File: src/rtl/seg_capture.sv
// seg_capture: reads a multiplexed seven-segment bus back into hex frames.
//
// Each digit's {segments,dp} pattern must be seen STABLE consecutive times
// (counting only samples where exactly one digit enable is asserted) before
// it is decoded and committed into a per-digit staging slot. When every
// digit has committed, the staging slots are copied to the frame outputs and
// presented downstream.
//
// Handshake: frame_valid/frame_ready follow strict valid/ready rules. A frame
// transfers on any rising edge where both are high. Once frame_valid is high,
// frame_hex/frame_dp/frame_bad hold their values until that transfer.
// frame_ready is ignored while frame_valid is low.
//
// Build option: define SEG_CAPTURE_ACTIVE_LOW_EN for a common-anode bus. The
// seg, dp and dig_en pins are then inverted at the input register, and all
// logic after that register works on active-high values.
module seg_capture #(
  parameter int NDIG   = 4,
  parameter int STABLE = 3
) (
  input  logic                clk,
  input  logic                rst,
  input  logic [6:0]          seg,
  input  logic                dp,
  input  logic [NDIG-1:0]     dig_en,
  output logic                frame_valid,
  input  logic                frame_ready,
  output logic [4*NDIG-1:0]   frame_hex,
  output logic [NDIG-1:0]     frame_dp,
  output logic [NDIG-1:0]     frame_bad
);

  // Counter wide enough to hold STABLE itself.
  localparam int CW = $clog2(STABLE + 1);
  localparam logic [CW-1:0] STABLE_C = CW'(STABLE);

  // ---------------------------------------------------------------------
  // Input stage
  // ---------------------------------------------------------------------
  logic [6:0]      seg_in;
  logic            dp_in;
  logic [NDIG-1:0] en_in;

`ifdef SEG_CAPTURE_ACTIVE_LOW_EN
  assign seg_in = ~seg;
  assign dp_in  = ~dp;
  assign en_in  = ~dig_en;
`else
  assign seg_in = seg;
  assign dp_in  = dp;
  assign en_in  = dig_en;
`endif

  logic [6:0]      seg_q;
  logic            dp_q;
  logic [NDIG-1:0] en_q;

  // Register the bus pins before any use.
  always_ff @(posedge clk) begin
    if (rst) begin
      seg_q <= '0;
      dp_q  <= 1'b0;
      en_q  <= '0;
    end else begin
      seg_q <= seg_in;
      dp_q  <= dp_in;
      en_q  <= en_in;
    end
  end

  // A sample is usable only when exactly one digit enable is set. The check
  // clears the lowest set bit and tests that nothing remains.
  logic en_onehot;
  assign en_onehot = (en_q != '0) && ((en_q & (en_q - NDIG'(1))) == '0);

  // ---------------------------------------------------------------------
  // Pattern decode: returns {bad, nibble}. Unknown patterns give nibble 0
  // with bad set.
  // ---------------------------------------------------------------------
  function automatic logic [4:0] encode(input logic [6:0] pat);
    logic [4:0] r;
    case (pat)
      7'h7E:   r = 5'h00;
      7'h30:   r = 5'h01;
      7'h6D:   r = 5'h02;
      7'h79:   r = 5'h03;
      7'h33:   r = 5'h04;
      7'h5B:   r = 5'h05;
      7'h5F:   r = 5'h06;
      7'h70:   r = 5'h07;
      7'h7F:   r = 5'h08;
      7'h7B:   r = 5'h09;
      7'h77:   r = 5'h0A;
      7'h1F:   r = 5'h0B;
      7'h4E:   r = 5'h0C;
      7'h3D:   r = 5'h0D;
      7'h4F:   r = 5'h0E;
      7'h47:   r = 5'h0F;
      default: r = 5'h10;
    endcase
    return r;
  endfunction

  logic [4:0] enc_w;
  assign enc_w = encode(seg_q);

  // ---------------------------------------------------------------------
  // Per-digit stability tracking
  // ---------------------------------------------------------------------
  logic [6:0]      last_pat_q [NDIG];
  logic [6:0]      last_pat_d [NDIG];
  logic [NDIG-1:0] last_dp_q, last_dp_d;
  logic [CW-1:0]   cnt_q [NDIG];
  logic [CW-1:0]   cnt_d [NDIG];
  logic [CW-1:0]   cnt_nx;
  logic [NDIG-1:0] commit;

  // Update the active digit's run count. A differing pattern restarts the
  // run at 1. Reaching STABLE commits the digit and clears the count, so a
  // steady display recommits every STABLE active samples.
  always_comb begin
    last_dp_d = last_dp_q;
    commit    = '0;
    cnt_nx    = '0;
    for (int k = 0; k < NDIG; k++) begin
      last_pat_d[k] = last_pat_q[k];
      cnt_d[k]      = cnt_q[k];
    end
    for (int k = 0; k < NDIG; k++) begin
      if (en_onehot && en_q[k]) begin
        if ({seg_q, dp_q} == {last_pat_q[k], last_dp_q[k]}) begin
          cnt_nx = cnt_q[k] + CW'(1);
        end else begin
          last_pat_d[k] = seg_q;
          last_dp_d[k]  = dp_q;
          cnt_nx        = CW'(1);
        end
        if (cnt_nx == STABLE_C) begin
          commit[k] = 1'b1;
          cnt_d[k]  = '0;
        end else begin
          cnt_d[k]  = cnt_nx;
        end
      end
    end
  end

  // Per-digit pattern history and run counters.
  always_ff @(posedge clk) begin
    if (rst) begin
      last_dp_q <= '0;
      for (int k = 0; k < NDIG; k++) begin
        last_pat_q[k] <= '0;
        cnt_q[k]      <= '0;
      end
    end else begin
      last_dp_q <= last_dp_d;
      for (int k = 0; k < NDIG; k++) begin
        last_pat_q[k] <= last_pat_d[k];
        cnt_q[k]      <= cnt_d[k];
      end
    end
  end

  // ---------------------------------------------------------------------
  // Staging and frame assembly
  // ---------------------------------------------------------------------
  logic [4*NDIG-1:0] stg_hex_q, stg_hex_d;
  logic [NDIG-1:0]   stg_dp_q, stg_dp_d;
  logic [NDIG-1:0]   stg_bad_q, stg_bad_d;
  logic [NDIG-1:0]   done_q, done_d;

  logic              frame_valid_q, frame_valid_d;
  logic [4*NDIG-1:0] frame_hex_q, frame_hex_d;
  logic [NDIG-1:0]   frame_dp_q, frame_dp_d;
  logic [NDIG-1:0]   frame_bad_q, frame_bad_d;
  logic              latch;

  // Committed digits overwrite their staging slot. This happens even while
  // a frame is pending, because the presented outputs are separate registers.
  always_comb begin
    stg_hex_d = stg_hex_q;
    stg_dp_d  = stg_dp_q;
    stg_bad_d = stg_bad_q;
    for (int k = 0; k < NDIG; k++) begin
      if (commit[k]) begin
        stg_hex_d[4*k +: 4] = enc_w[3:0];
        stg_bad_d[k]        = enc_w[4];
        stg_dp_d[k]         = dp_q;
      end
    end
  end

  // Latch a new frame once every digit has committed and the output slot is
  // free or being emptied on this edge. The copy uses the staging values
  // from before this edge. A digit that commits on the latch edge therefore
  // keeps its done bit and counts toward the next frame.
  always_comb begin
    latch         = (&done_q) && (!frame_valid_q || frame_ready);
    done_d        = (latch ? '0 : done_q) | commit;
    frame_valid_d = frame_valid_q;
    frame_hex_d   = frame_hex_q;
    frame_dp_d    = frame_dp_q;
    frame_bad_d   = frame_bad_q;
    if (latch) begin
      frame_valid_d = 1'b1;
      frame_hex_d   = stg_hex_q;
      frame_dp_d    = stg_dp_q;
      frame_bad_d   = stg_bad_q;
    end else if (frame_valid_q && frame_ready) begin
      frame_valid_d = 1'b0;
    end
  end

  // Staging, done flags and the presented frame.
  always_ff @(posedge clk) begin
    if (rst) begin
      stg_hex_q     <= '0;
      stg_dp_q      <= '0;
      stg_bad_q     <= '0;
      done_q        <= '0;
      frame_valid_q <= 1'b0;
      frame_hex_q   <= '0;
      frame_dp_q    <= '0;
      frame_bad_q   <= '0;
    end else begin
      stg_hex_q     <= stg_hex_d;
      stg_dp_q      <= stg_dp_d;
      stg_bad_q     <= stg_bad_d;
      done_q        <= done_d;
      frame_valid_q <= frame_valid_d;
      frame_hex_q   <= frame_hex_d;
      frame_dp_q    <= frame_dp_d;
      frame_bad_q   <= frame_bad_d;
    end
  end

  assign frame_valid = frame_valid_q;
  assign frame_hex   = frame_hex_q;
  assign frame_dp    = frame_dp_q;
  assign frame_bad   = frame_bad_q;

endmodule

File: config.mk
export PLATFORM = sky130hd
export DESIGN_NAME = seg_capture
export DESIGN_NICKNAME = d
export VERILOG_FILES = /design/src/rtl/seg_capture.sv
export SDC_FILE = /design/constraint.sdc
export NUM_CORES = 1
export LEC_CHECK = 0
export CORE_UTILIZATION = 30
export DETAILED_ROUTE_END_ITERATION = 7
export PLACE_DENSITY = 0.45
export SYNTH_ARGS = -nofsm -noshare
export SYNTH_HDL_FRONTEND = slang
export SYNTH_SLANG_ARGS = --single-unit
File: constraint.sdc
create_clock -name clk -period 3.35 [get_ports clk]
set_clock_uncertainty 0.1 [all_clocks]
set_input_delay 0.67 -clock clk [delete_from_list [all_inputs] [get_ports clk]]
set_output_delay 0.67 -clock clk [all_outputs]
set_load 0.05 [all_outputs]
Word-level counts from Yosys, hierarchy flattened:

Memories as Yosys holds them, arrays and structs flattened.
Index checks and enable logic that the tools add are counted.

* eq/ne operators: 24
* bitwise operators: 14
* multiplexer cells: 47
* reduce and logical (&&, ||, !) cells: 17
* add/subtract/negate cells: 5

Operators with widths (number)
* $eq 7x7->1 const B: 12
* $mux 7: 12
* $pmux 5 s16: 1
* $mux 2: 20
* $eq 8x8->1: 4
* $eq 7x6->1 const B: 3
* $mux 1: 13
* $add 2x1->2 const B: 4
* $eq 2x2->1 const B: 4
* $or 1x1->1: 8
* $reduce_and 2->1: 4
* $eq 7x5->1 const B: 1
* $logic_and 1x1->1: 7
* $and 4x4->4: 1
* $logic_not 4->1: 1
* $mux 4: 1
* $not 1->1: 4
* $or 4x4->4: 1
* $reduce_and 4->1: 1
* $reduce_bool 4->1: 1
* $sub 4x1->4 const B: 1
* $reduce_bool 2->1: 1
* $logic_not 1->1: 1
* $logic_or 1x1->1: 1

* memory bits (writable): 36
* memories kept: 2
* register bits after elaboration: 69
* output and inout bits: 25
* input port bits: 15
* logic and storage cells: 133

Memory list
* last_pat_q: words 4, width 7, rd ports 4, clocked after Yosys merged registers in 0, wr ports 4, line 110 `logic [6:0] last_pat_q [NDIG];`
* cnt_q: words 4, width 2, rd ports 4, clocked after Yosys merged registers in 0, wr ports 4, line 113 `logic [CW-1:0] cnt_q [NDIG];`

Longest topological paths before layout:

* depth after elaboration: 10
* mapped depth: 8
* gate-level depth less buffers: 5

Least setup slack after synthesis:

Ideal clock, no wire load.

* kind: reg2reg
* start: register seg_q[3]
* end: register stg_hex_q[4]
* stages on the path, launching flop included: 8
* setup slack: 1344 ps
* path buffers: 2
* setup time: 128 ps
* data arrival time: 1779 ps
* clock period less this slack: 2006 ps
* data required time: 3122 ps
* path through: dfxtp_1 -> clkbuf_1 -> buf_2 -> xnor2_1 -> nand4_1 -> nor4_4 -> mux2i_1 -> nor2_1

* cells in the longest elaborated chain, start to end: 6
* elaborated cells between the ends (all ways): 23
* those cells by class: 18 x eq/ne; 5 x mux

RTL lines
* start, declared: line 54 `logic [6:0] seg_q;`
* start signal, assigned: line 65 `seg_q <= seg_in;`
* $eq 8x8->1: line 131 `if ({seg_q, dp_q} == {last_pat_q[k], last_dp_q[k]}) begin`
* $mux 2: line 131
* $mux 2: line 130 `if (en_onehot && en_q[k]) begin`
* $eq 2x2->1: line 138 `if (cnt_nx == STABLE_C) begin`
* $mux 1: line 138
* $mux 1: line 130
* end signal, assigned: line 227 `stg_hex_q <= stg_hex_d;`
* end, declared: line 168 `logic [4*NDIG-1:0] stg_hex_q, stg_hex_d;`

Several ways; a longest one is shown, not always the timed one. The select of a mux whose other input is x is not followed.
A chain may end at the register's enable or synchronous reset.

==> impl_metrics.csv <==
group,metric,value,unit
outcome,status,"completed",
cells_and_area,diodes,0,
route,vias_per_cell,4.77,
sta,whs,356,ps
clock_tree,cts_resized,0,
min_path,whs_endpoint,"frame_hex[6]",
sta,final_max_slew_viol_count,0,
worst_setup_path,crit_path_start,"seg_q[2]",
floorplan,rows,44,
place,portBuffers,39,
clock_tree,cts_setup_buffers,0,
worst_setup_path,cp-end-kind,"flip-flop",
pwr,leakagePower,1.92,nW
worst_setup_path,cp_max_fo,21,
clock_tree,cts_made_buffers,9,
worst_setup_path,cp_top_family,"flip-flops",
sta,worst_slew_pin_slew,1080,ps
yosys,syn_avg_cell_area,9.22,µm²
route,wl_per_cell,14.1,µm
sta,slew_headroom,27.7,%
worst_setup_path,max_stage_delay,860,ps
global_route,top_usage_layer,"met2",
cells_and_area,layout_common_cells,"105 x dfxtp_1, 60 x nor2_1, 56 x nand2_1, 52 x mux2i_1",
yosys,syn_area,4510,µm²
min_path,min_path_type,"reg2reg",
clock_tree,ctsLongestPathBuffers,2,
clock_tree,cts_tree,"yes",
floorplan,core_area,14600,µm²
floorplan,initial_core_util,30.9,%
yosys,syn_nets,504,
floorplan,num_io_pins,40,
yosys,ys_seq_area_share,46.6,%
place,dp_cells,682,
worst_setup_path,reg2reg_to,"last_pat_q[2][3]",
worst_setup_path,timing.rr.start,"seg_q[2]",
global_route,gr-usage-met3,2.71,%
yosys,synth_ff_type,"dfxtp_1",
sta,fin_crit_sh,77.7,%
sta,setup_violations,0,
cells_and_area,nNetsFinal,524,
route,drt-total-wl,9.83,mm
worst_setup_path,path_class,"reg2reg",
clock_tree,clock_sinks,105,
global_route,antenna_found_initial,0,
worst_setup_path,crit_buf_inv,0,
min_path,holdPathStages,2,
cells_and_area,stdcell_count,698,
worst_setup_path,crit_slowest_cell,"dfxtp_1",
worst_setup_path,start_kind,"flip-flop",
clock_tree,insertion_delay,350,ps
yosys,synthCells,489,
place,hpwl,6.44,mm
pwr,power_density,492,nW/µm²
sta,clock.fmax,0.384,GHz
global_route,grt_first_pass_wirelength,16.5,mm
cells_and_area,layout_commonest_cell,"dfxtp_1",
cells_and_area,syn_to_final_growth,18.7,%
sta,hold_viol,0,
pwr,peakVddDrop,222,µV
route,vias,3332,
sta,tns,0,ps
yosys,async_flop_share,0,%
worst_setup_path,cp.arrival,2700,ps
route,dr.pass1.iters,4,
clock_tree,clockRootBuffer,"clkbuf_16",
worst_setup_path,path_cells,"xnor2_1, nand4_1, o21ai_2, mux2i_1, nor2_1",
route,first_iter_violations,233,
global_route,gr-total-overflow,0,
global_route,use_met2,19.9,%
yosys,synth_enable_flop_cells,0,
sta,rsz0062_at_grt,"no",
global_route,grt_pass1_vias,3162,
job,max_cap_viol_count,0,
yosys,synth_seq_cells,105,
yosys,synth.distinct_cells,37,
clock_tree,hold_buffers,0,
min_path,hp-start,"frame_hex[6]",
route,drc_errors,0,
sta,fin_crit,2600,ps
worst_setup_path,rr_worst_depth,5,
yosys,yosysWarnings,0,
clock_tree,htreeDepth,3,
floorplan,die_h,125,µm
worst_setup_path,reg2reg_slack,750,ps
cells_and_area,drive_gt1_share,6.61,%
floorplan,dieArea,15500,µm²
global_route,grt_util_met1,18.4,%
floorplan,die_width,125,µm
clock_tree,clk_transition_reported_paths,70,ps
worst_setup_path,crit_required,3450,ps
global_route,track_usage,13.5,%
route,drt.antenna.violating_nets,0,
global_route,grt_max_degree,107,
place,gp_congestion,0.709,
cells_and_area,fillers,1492,
-- power breakdown --
| group | switching (W) | internal, W | leakage [nW] |
|---|---|---|---|
| Combinational | 0.0000872 | 0.0000747 | 0.910 |
| Sequential | 0.0000392 | 0.00127 | 0.850 |
| Clock | 0.000480 | 0.000683 | 0.161 |
-- metal layers --
layer / wire length (µm) / share of wire (%) / up-vias
li1: - / - / 1703
met1: 5040 / 51 / 1568
met2: 4290 / 44 / 46
met3: 288 / 2.9 / 15
met4: 221 / 2.2 / 0
met5: 0 / 0 / -
-- synthesized netlist by cell type, types with 2 or more instances --
master,n,share of area (%)
nand3_1,4,0.44
nand2_1,56,4.7
nand2b_1,15,2.1
nor4bb_1,2,0.44
mux2i_1,52,12
clkbuf_1,22,1.8
nor2_1,60,5.0
nor4b_1,5,0.97
nor2b_1,16,2.2
nor3_1,5,0.56
o21ai_2,4,0.78
and3b_1,2,0.39
nand4_1,13,1.8
o211ai_1,2,0.33
nand3b_1,5,0.83
o21ai_0,11,1.2
dfxtp_1,105,47
xnor2_1,33,6.4
or4b_4,4,1.2
buf_1,4,0.33
nor4_4,4,1.9
nor3b_1,5,0.83
a21oi_1,38,4.2
buf_2,9,1.0
-- registers in the layout (all words and copies together), names as in the netlist --
register,flops
frame_hex,16
stg_hex_q,16
cnt_q,8
last_pat_q,28
done_q,4
stg_dp_q,4
frame_valid,1
frame_dp,4
dp_q,1
last_dp_q,4
seg_q,7
stg_bad_q,4
frame_bad,4
en_q,4
-- tightest hold or removal path, cell delays in order, from the launching register on --
cell,delay [ps]
dfxtp_1,310
nand2_1,50
a21oi_1,50
-- how the worst max path moves through the flow --
stage | slack, ps | end | cells after the start
final | 750 | last_pat_q[2][3] | 5
after global routing | 530 | stg_bad_q[1] | 5
after CTS | 730 | stg_bad_q[1] | 5
after detailed placement | 740 | stg_bad_q[1] | 5
after global placement | 800 | last_dp_q[2] | 5
after floorplan | 1340 | stg_hex_q[4] | 7
-- metrics by stage --
stage	util [%]	power (W)	setup slack (ps)	cell area, µm²
after detailed placement	34.4	0.00150	742	5020
after CTS	36.7	0.00268	729	5350
after global routing	36.7	0.00274	528	5350
final	36.7	0.00263	748	5350
after global placement	34.4	0.00150	796	5020
after floorplan	-	0.00145	1340	4510
-- cell families after synthesis --
| family | after synthesis | synth area share, % |
|---|---|---|
| xor+xnor | 34 | 6.61 |
| compound gates | 62 | 7.91 |
| flops | 105 | 46.6 |
| buf+inv | 36 | 3.25 |
| mux | 52 | 11.5 |
| simple gates | 200 | 24.0 |
-- area by class of cell --
class / count / area (µm²) / area share (%)
well taps: 184 / 230 / 4.30
inverters: 1 / 3.75 / 0.0702
repair buffers: 44 / 425 / 7.95
clock buffers: 11 / 243 / 4.54
clock inverters: 5 / 86.3 / 1.61
multi-input cells: 348 / 2260 / 42.2
flip-flops and latches: 105 / 2100 / 39.3
No activity file was read; power rests on OpenSTA's default activity.
